$ cat config.mk
export PLATFORM = sky130hd
export DESIGN_NAME = gcd_stream
export DESIGN_NICKNAME = d
export VERILOG_FILES = /design/src/rtl/gcd_stream.sv
export SDC_FILE = /design/constraint.sdc
export NUM_CORES = 1
export LEC_CHECK = 0
export ABC_AREA = 1
export CORE_AREA = 2 2 130 164
export CTS_BUF_LIST = sky130_fd_sc_hd__clkbuf_16
export DETAILED_ROUTE_END_ITERATION = 10
export DIE_AREA = 0 0 132 166
export SLEW_MARGIN = 25
export SYNTH_ARGS = -nofsm -noshare
export SYNTH_HDL_FRONTEND = slang
export SYNTH_SLANG_ARGS = --single-unit
$ cat constraint.sdc
create_clock -name clock -period 3.7 [get_ports clock]
set_input_delay 0.37 -clock clock [delete_from_list [all_inputs] [get_ports clock]]
set_output_delay 0.37 -clock clock [all_outputs]
set_load 0.05 [all_outputs]
$ cat src/rtl/gcd_stream.sv
// gcd_stream: handshaked binary (Stein) GCD engine.
// A single step module holds the per-cycle reduction rule.
// The top holds the IDLE/WORK/DONE control and the operand/result registers.

// One Stein reduction step. It is purely combinational.
// done flags a==b, and result is then the gcd with the common factor 2^k restored.
module gcd_step #(
    parameter int WIDTH = 16,
    parameter int KW    = 5
) (
    input  logic [WIDTH-1:0] a,
    input  logic [WIDTH-1:0] b,
    input  logic [KW-1:0]    k,
    output logic [WIDTH-1:0] a_nxt,
    output logic [WIDTH-1:0] b_nxt,
    output logic [KW-1:0]    k_nxt,
    output logic             done,
    output logic [WIDTH-1:0] result
);
    logic [WIDTH-1:0] diff_ab;
    logic [WIDTH-1:0] diff_ba;

    // Only the branch selected by the priority chain below ever uses one of these.
    // That branch always has the larger operand as the minuend, so it never wraps.
    assign diff_ab = a - b;
    assign diff_ba = b - a;

    // Priority-ordered reduction: equal, both even, one even, then odd-odd subtract.
    always_comb begin
        a_nxt  = a;
        b_nxt  = b;
        k_nxt  = k;
        done   = 1'b0;
        result = a << k;
        if (a == b) begin
            done = 1'b1;
        end else if (!a[0] && !b[0]) begin
            a_nxt = a >> 1;
            b_nxt = b >> 1;
            k_nxt = k + KW'(1);
        end else if (!a[0]) begin
            a_nxt = a >> 1;
        end else if (!b[0]) begin
            b_nxt = b >> 1;
        end else if (a > b) begin
            a_nxt = diff_ab >> 1;
        end else begin
            b_nxt = diff_ba >> 1;
        end
    end
endmodule

module gcd_stream #(
    parameter  int WIDTH = 16,
    localparam int CW    = $clog2(2*WIDTH+2)
) (
    input  logic             clock,
    input  logic             reset,
    input  logic             io_in_valid,
    output logic             io_in_ready,
    input  logic [WIDTH-1:0] io_in_a,
    input  logic [WIDTH-1:0] io_in_b,
    output logic             io_out_valid,
    input  logic             io_out_ready,
    output logic [WIDTH-1:0] io_out_gcd,
    output logic [CW-1:0]    io_out_cycles
);
    localparam int KW = $clog2(WIDTH+1);

    typedef enum logic [1:0] {IDLE, WORK, DONE} state_t;

    state_t           state, state_nxt;
    logic [WIDTH-1:0] a_q, a_d;
    logic [WIDTH-1:0] b_q, b_d;
    logic [KW-1:0]    k_q, k_d;
    logic [CW-1:0]    cnt_q, cnt_d;
    logic [WIDTH-1:0] res_q, res_d;

    logic [WIDTH-1:0] step_a;
    logic [WIDTH-1:0] step_b;
    logic [KW-1:0]    step_k;
    logic             step_done;
    logic [WIDTH-1:0] step_res;

    gcd_step #(.WIDTH(WIDTH), .KW(KW)) u_step (
        .a      (a_q),
        .b      (b_q),
        .k      (k_q),
        .a_nxt  (step_a),
        .b_nxt  (step_b),
        .k_nxt  (step_k),
        .done   (step_done),
        .result (step_res)
    );

    assign io_in_ready   = (state == IDLE);
    assign io_out_valid  = (state == DONE);
    assign io_out_gcd    = res_q;
    assign io_out_cycles = cnt_q;

    // State and datapath registers. Reset discards any operation in flight.
    always_ff @(posedge clock or negedge reset) begin
        if (!reset) begin
            state <= IDLE;
            a_q   <= '0;
            b_q   <= '0;
            k_q   <= '0;
            cnt_q <= '0;
            res_q <= '0;
        end else begin
            state <= state_nxt;
            a_q   <= a_d;
            b_q   <= b_d;
            k_q   <= k_d;
            cnt_q <= cnt_d;
            res_q <= res_d;
        end
    end

    // Next-state and datapath update. Registers hold unless the current state advances them.
    always_comb begin
        state_nxt = state;
        a_d       = a_q;
        b_d       = b_q;
        k_d       = k_q;
        cnt_d     = cnt_q;
        res_d     = res_q;
        case (state)
            IDLE: begin
                if (io_in_valid) begin
                    a_d   = io_in_a;
                    b_d   = io_in_b;
                    k_d   = '0;
                    cnt_d = '0;
                    // A zero operand gives the other operand directly, with no WORK cycles.
                    if (io_in_a == '0 || io_in_b == '0) begin
                        res_d     = io_in_a | io_in_b;
                        state_nxt = DONE;
                    end else begin
                        state_nxt = WORK;
                    end
                end
            end
            WORK: begin
                cnt_d = cnt_q + CW'(1);
                a_d   = step_a;
                b_d   = step_b;
                k_d   = step_k;
                if (step_done) begin
                    res_d     = step_res;
                    state_nxt = DONE;
                end
            end
            DONE: begin
                if (io_out_ready) state_nxt = IDLE;
            end
            default: state_nxt = IDLE;
        endcase
    end
endmodule

==> results of run 1 <==
==> per-layer routing <==
layer	GRT usage (%)	routed length, µm	vias up
met3	2.29	971	51
met2	32.4	10100	198
met5	0	0	-
met4	10.3	1020	0
li1	-	-	3201
met1	23.0	8630	2912
==> final timing paths <==
kind | from | end | slack (ns) | depth (start not counted)
worst min register to register | io_out_gcd[8]$_DFFE_PN0P_ | io_out_gcd[8]$_DFFE_PN0P_ | 0.49 | 2
max in group asynchronous | reset | b_q[2]$_DFFE_PN0P_ | 2.67 | 2
worst max-delay path | a_q[0]$_DFFE_PN0P_ | b_q[6]$_DFFE_PN0P_ | 0.82 | 14
worst min-delay path | reset | io_out_gcd[15]$_DFFE_PN0P_ | 0.15 | 1
min in group clock | io_out_gcd[8]$_DFFE_PN0P_ | io_out_gcd[8]$_DFFE_PN0P_ | 0.49 | 2
worst max register to register | a_q[0]$_DFFE_PN0P_ | b_q[6]$_DFFE_PN0P_ | 0.82 | 14
==> through the flow <==
stage	setup WS, ns	instances	hold WS, ns
after floorplan	1.36	975	0.0744
after global placement	0.936	1285	0.473
final	0.822	1301	0.147
after CTS	0.848	1301	0.175
after global routing	0.562	1301	0.223
after detailed placement	0.869	1285	0.468
==> logic make-up (layout without fill, tap and decap cells) <==
| kind of cell | Yosys count | count (layout) | share of synthesized area [%] |
|---|---|---|---|
| and+or+nand+nor | 505 | 505 | 36.2 |
| adders and majority gates | 37 | 37 | 7.97 |
| AOI/OAI and AO/OA | 190 | 190 | 17.0 |
| buffers and inverters | 166 | 218 | 11.0 |
| muxes | 3 | 3 | 0.501 |
| DFF | 61 | 61 | 25.5 |
| xor gates and xnor gates | 13 | 13 | 1.90 |
==> cell type report <==
class / instances / area, µm²
Clock inverter: 7 / 114
Multi-Input combinational cell: 748 / 3810
Tap cell: 274 / 343
Fill cell: 2230 / 13300
Clock buffer: 9 / 225
Inverter: 137 / 514
Timing Repair Buffer: 65 / 631
Sequential cell: 61 / 1530
==> cell usage in the layout (no fill, tap or decap), types with 2 or more instances in the layout <==
cell type,n
sky130_fd_sc_hd__a21boi_0,6
sky130_fd_sc_hd__a21oi_1,89
sky130_fd_sc_hd__a22oi_1,2
sky130_fd_sc_hd__and2_1,3
sky130_fd_sc_hd__buf_4,6
sky130_fd_sc_hd__bufinv_16,3
sky130_fd_sc_hd__clkbuf_16,9
sky130_fd_sc_hd__clkdlybuf4s50_1,58
sky130_fd_sc_hd__clkinvlp_4,2
sky130_fd_sc_hd__dfrtp_1,61
sky130_fd_sc_hd__fa_1,2
sky130_fd_sc_hd__ha_1,35
sky130_fd_sc_hd__inv_1,133
sky130_fd_sc_hd__inv_2,4
sky130_fd_sc_hd__mux2i_1,3
sky130_fd_sc_hd__nand2_1,352
sky130_fd_sc_hd__nand2_2,5
sky130_fd_sc_hd__nand2_4,4
sky130_fd_sc_hd__nand3_1,47
sky130_fd_sc_hd__nand3_2,3
sky130_fd_sc_hd__nand4_1,13
sky130_fd_sc_hd__nor2_1,50
sky130_fd_sc_hd__nor2_2,3
sky130_fd_sc_hd__nor2_4,8
sky130_fd_sc_hd__nor3_1,6
sky130_fd_sc_hd__nor3b_2,2
sky130_fd_sc_hd__nor4_1,8
sky130_fd_sc_hd__o21ai_0,75
sky130_fd_sc_hd__o21ai_1,4
sky130_fd_sc_hd__o21bai_1,3
sky130_fd_sc_hd__xor2_1,13
==> sequential cells by signal, summed over array words and instances, names as in the netlist <==
register	count
state	2
a_q	16
k_q	5
io_out_cycles	6
b_q	16
io_out_gcd	16
==> worst register-to-register path: stages (launching register included) <==
cell                      delay [ns]
sky130_fd_sc_hd__dfrtp_1        0.43
sky130_fd_sc_hd__inv_1          0.17
sky130_fd_sc_hd__ha_1           0.27
sky130_fd_sc_hd__fa_1           0.42
sky130_fd_sc_hd__inv_1          0.12
sky130_fd_sc_hd__nand3_1        0.08
sky130_fd_sc_hd__nand2_1        0.13
sky130_fd_sc_hd__nand2_1        0.07
sky130_fd_sc_hd__nand2_1        0.10
sky130_fd_sc_hd__nand2_2        0.07
sky130_fd_sc_hd__nand2_4        0.10
sky130_fd_sc_hd__nand3_2        0.29
sky130_fd_sc_hd__nand2_4        0.33
sky130_fd_sc_hd__a21oi_1        0.09
sky130_fd_sc_hd__a21oi_1        0.15
==> run summary, run 1 <==
Between clock sinks in the finished design, the worst skew comes to 0.00791 ns. Entering global routing, the biggest net connects 44 pins. For the TritonCTS sink count, the log shows 61. The critical path in this run is classified as reg2reg. Yosys attributes the largest share of cell area to sky130_fd_sc_hd__dfrtp_1 25%, sky130_fd_sc_hd__nand2_1 22%, sky130_fd_sc_hd__inv_1 8.3%.

The async set or reset register ratio after synthesis was 100%. The routed layout has 6,362 vias. During I/O placement, the number of pins put on the boundary was 60. The via count of the first global-routing pass was 6,305. The tools report the starting utilization of the core area as 29.3%.

The die is 166 µm tall. For this run, design rule violations remaining after detail routing come to 0. Post-detailed-placement cell area: 6820 µm².

The overall fraction of global-route tracks in use was 18.9%; the number of pins with negative max-slew slack in the final report was 0. The clock reaches the later pin of the worst-skew pair after 0.35 ns. The tightest min-delay check is of the in2async type. The run finished with clean final reports.

Net total in the final layout: 1,095. TritonCTS built the clock tree. The global-route wire length before repair came out at 33,000 µm. The run gives 0.972 as the weighted congestion reported at the end of routability-driven placement.

The first routing iteration left 412 violations. At the end of the flow the core is filled with cells to 35.0%. Counting every net in the synthesized netlist gives 1,048. The routed wire length per instance is 15.9 µm, and the number of antenna violations at the first check in global routing is 0.

The signal on the critical path passes through inv_1 -> ha_1 -> fa_1 -> inv_1 -> nand3_1 -> nand2_1 -> nand2_1 -> nand2_1 -> nand2_2 -> nand2_4 -> nand3_2 -> nand2_4 -> a21oi_1 -> a21oi_1. After routing, the total negative slack on setup checks comes to 0 ns. The count of hold buffers inserted by post-cts repair was 0; the average size of a mapped cell was 6.15 µm².

After synthesis the netlist holds a flip-flop and latch count of 61. After routing the design area is 7160 µm². The region available for standard cell placement spans 20,400 µm².

The critical path's top delay family was simple AND/OR/NAND/NOR gates. Setup repair after global routing left no endpoint under its margin. On the critical path, the stage with the largest delay is an instance of sky130_fd_sc_hd__dfrtp_1. At the worst endpoint, the required time is 3.97 ns. The aggregate global routing overflow is 0.

After synthesis, the largest area contributor takes up 25.5% of total cell area. The area growth from synthesis to layout is 19.5%. After floorplanning, the core was divided into 59 placement rows.

Buffers placed on the I/O ports in this run total 59. The logs give 0.348 GHz for the maximum achievable frequency and 0 for the count of instances resized after the clock tree is built. Wires add up to 20,700 µm.

The post-synthesis cell type with the largest combined area is sky130_fd_sc_hd__dfrtp_1. In the final layout, the share of cells above drive strength 1 is 5.26%. After layout, the worst path uses 77.8% of the clock period.

STA classifies the critical path endpoint as a flop. Cell occurring most often along the worst timing path: sky130_fd_sc_hd__nand2_1. STA puts the critical path data arrival time at 3.14 ns. Detailed-routing iteration count for the pre-antenna-repair pass: 5.

The buffer cell driving the clock tree root is sky130_fd_sc_hd__clkbuf_16. Measured against its own limit, the worst slew margin works out to 42.3%. For the pin with the worst max-slew slack, the measured transition is 0.865 ns.

The number of distinct library cells after synthesis was 43; the final-report hold violation count was 0. In the synthesized netlist, the cells that appear most often are 352 x sky130_fd_sc_hd__nand2_1, 133 x sky130_fd_sc_hd__inv_1, 89 x sky130_fd_sc_hd__a21oi_1. The detailed placement HPWL was 16,800 µm.

For the number of setup violations in the final report, the log shows 0. Number of buffers inserted by post-CTS setup repair: 0. After synthesis the cells add up to 5990 µm². The run gives 25.5% as the share of synthesized area occupied by flip-flops and latches. The post-CTS clock slew at the launch and capture registers of the worst setup and hold paths came out at 0.05 ns. STA classifies the critical path startpoint as a flop. The logs give 0 for the number of antenna repair diodes and 3 for the count of H-tree levels built during CTS. The die width was 132 µm. The worst path needs 2.88 ns of the cycle, external delays included. Buffers inserted during clock tree synthesis total 9. The run gives 0 as the number of warnings issued by yosys. The largest single stage delay on the critical path is 0.43 ns. The most common cell in the synthesized netlist is sky130_fd_sc_hd__nand2_1.

In this run the remaining antenna-violating nets after routing total 0. The run gives 21,900 µm² as the floorplan die area. Counting along the longest clock path gives a buffer depth of 2. The buffering stage count on the worst path with inverters included works out to 2.

Among all flip-flop cells after synthesis, the most frequent one is sky130_fd_sc_hd__dfrtp_1. The maximum fanout along the worst path was 16. Yosys mapped a number of flops with a built-in enable equal to 0. Synthesis handed over a netlist of 975 instances.

Using the TritonRoute via totals, the vias-per-cell ratio works out to 4.89. Across the run, the number of max-cap violations was 0.
Power of run 1 is not shown: default switching activity piles up to over one toggle a cycle in this logic, so the estimate is an artifact.
==> run 2: changes to the inputs <==
Clock period 3.7 ns to 2.5 ns, I/O delays scaled along.
==> run summary, run 2 (synthesis gave the netlist of run 1 again) <==
The maximum fanout along the worst path is 7 (-9), and the floorplan die area is 21,900 µm² (unchanged). Number of antenna violations at the first check in global routing: 0 (unchanged). The tools report the endpoint arrival time on the critical path as 2.56 ns (-0.58 ns). The area growth from synthesis to layout was 25.9%; the per-cell via count in the routed design was 4.80 (-1.9%). The die width came out at 132 µm (unchanged). The tools report the global-route wire length before repair as 33,200 µm (+0.61%).

The count of H-tree levels built during CTS is 3 (unchanged). The routed wire length per instance is 15.3 µm (-3.4%), and the detailed-routing iteration count for the pre-antenna-repair pass is 5 (unchanged). TritonCTS built the clock tree. Fraction of final layout cells with drive strength greater than 1: 9.78% (+4.5 points). The pin count of the biggest net entering global routing is 44 (unchanged), and the sequential cell area in the final layout is 1530 µm² (unchanged).

The run finished with clean final reports. For the via count, the log shows 6,464 (+1.6%). The library cell used most frequently in the layout, excluding fill and tap cells, is sky130_fd_sc_hd__nand2_1. The worst setup path is of the reg2reg kind. The number of routed nets with antenna violations is 0 (unchanged). The actual transition at the worst max-transition pin works out to 0.686 ns (-0.179 ns). The tools report the met2 track demand over resource as 32.9% (+0.50 points). The fraction of the cycle the final worst path needs was 93.9% (+16 points).

Number of setup violations in the final report: 0 (unchanged). The number of antenna repair diodes is 0 (unchanged). The run gives 61 (unchanged) as the TritonCTS sink count. The overall die height was 166 µm (unchanged); the number of placed I/O pins was 60 (unchanged). The total wire length is 20,700 µm (about the same). The total core area came out at 20,400 µm² (unchanged).

The count of max-cap constraint violations was 0 (unchanged). Multi-input combinational cell area: 3840 µm² (+0.69%). The tools report the aggregate global routing overflow as 0 (unchanged). The maximum achievable frequency is 0.426 GHz (+23%). The buffer cell driving the clock tree root was sky130_fd_sc_hd__clkbuf_16. The shortest period the worst path allows is 2.35 ns (-0.530 ns), and the final-report hold violation count is 0 (unchanged).

The global routing met3 resource utilization was 2.23% (-0.061 points). The run gives 0 (unchanged) as the number of pins with negative max-slew slack in the final report. The worst setup path is launched from a flop. In this run the worst hold path is classified as in2async. Leaving out fill and tap cells, the most frequent cells in the layout are 349 x sky130_fd_sc_hd__nand2_1, 132 x sky130_fd_sc_hd__inv_1, 89 x sky130_fd_sc_hd__a21oi_1. Worst-case clock buffer depth: 2 (unchanged). The critical path endpoint category is a flop. For the post-route core utilization, the log shows 36.9% (+1.9 points). The largest individual stage delay along the critical path comes from the cell sky130_fd_sc_hd__fa_2. The routing usage on met1 was 23.4% (+0.39 points); the post-CTS clock slew at the launch and capture registers of the worst setup and hold paths was 0.06 ns (about the same). The detailed placement HPWL was 16,900 µm (+0.42%); the insertion delay to the later sink of the worst-skew pair was 0.34 ns (about the same). The delay of the slowest cell on the worst path works out to 0.37 ns (-0.06 ns).

The via count of the first global-routing pass is 6,386 (+1.3%), and the number of DRC markers in iteration 0 is 470 (+14%). Setup repair after global routing left no endpoint under its margin. The number of placement rows was 59 (unchanged); the setup TNS was 0 ns (unchanged).

The count of fill cells added during filler insertion was 2,206 (-1.1%). The total of buffers placed on input and output ports came out at 59 (unchanged). The logs give 1,142 (+4.3%) for the net total in the final layout and 29.3% (unchanged) for the starting utilization of the core area. The overall fraction of global-route tracks in use is 18.9% (about the same). The signal on the critical path passes through inv_1 -> ha_1 -> fa_2 -> inv_2 -> nand3_1 -> nand2_2 -> nand2_1 -> nand2_1 -> nand2_2 -> nand2_4 -> nand2_2 -> nand2_2 -> nand2_4 -> a21boi_0 -> a21oi_1. For the worst relative slew slack, the log shows 54.2% (+12 points). The weighted congestion reported at the end of routability-driven placement was 0.949 (-2.4%). The logs give 9 (unchanged) for the total clock buffers created by CTS and 0 (unchanged) for the post-detailed-route DRC marker count.

Setup clock skew after layout: 0.00917 ns (+0.00126 ns). The cell occurring most often along the worst timing path was sky130_fd_sc_hd__nand2_2. The required time reported for the critical path endpoint came out at 2.72 ns (-1.25 ns). In this run the most used layer during global routing was met2.
==> run 2: worst paths after layout <==
path	to	start	slack, ns	depth (start not counted)
setup / recovery	a_q[13]$_DFFE_PN0P_	a_q[0]$_DFFE_PN0P_	0.15	15
hold / removal	io_out_gcd[15]$_DFFE_PN0P_	reset	0.48	2
setup reg to reg	a_q[13]$_DFFE_PN0P_	a_q[0]$_DFFE_PN0P_	0.15	15
hold reg to reg	io_out_gcd[9]$_DFFE_PN0P_	io_out_gcd[9]$_DFFE_PN0P_	0.49	2
max in group asynchronous	a_q[0]$_DFFE_PN0P_	reset	1.38	3
min in group clock	io_out_gcd[9]$_DFFE_PN0P_	io_out_gcd[9]$_DFFE_PN0P_	0.49	2
==> run 2: critical path, delay by kind of cell, from the launching register on <==
family / cells / cell delay [ns]
AND/OR/NAND/NOR: 9 / 0.76
adder cells (fa/ha/maj): 2 / 0.60
AO/OA/AOI/OAI: 2 / 0.39
flip-flops: 1 / 0.34
buffers and inverters: 2 / 0.14
==> run 2: per-layer routing <==
metal	wire, µm	up-vias
li1	-	3294
met1	9030	2942
met2	9970	176
met3	783	52
met4	901	0
met5	0	-
==> run 2: what timing repair did <==
| action | 4_1_cts | 5_1_grt |
|---|---|---|
| hold buffers | 1 | 0 |
| gates resized for setup | 0 | 8 |
| setup buffers | 0 | 5 |
| setup endpoints to repair | 0 | 25 |
| endpoints found under the hold margin | 26 | 0 |
==> run 2: layout make-up <==
type,instances,area share [%]
Inverter,137,6.81
Timing Repair Buffer,112,13.4
Clock inverter,7,1.19
Multi-Input combinational cell,748,50.8
Tap cell,274,4.54
Clock buffer,9,2.98
Sequential cell,61,20.2
==> run 2: per-stage QoR <==
step           instance area [µm²]  hold WS [ns]  worst slack (ns)  instances
2_1_floorplan                 5990       -0.0456             0.156        975
3_3_place_gp                  7160         0.330             0.131       1326
3_5_place_dp                  7160         0.326            0.0433       1326
4_1_cts                       7480         0.487            0.0268       1343
5_1_grt                       7550         0.498           0.00839       1348
6_report                      7550         0.481             0.152       1348
Power of run 2 is left out for the same reason.
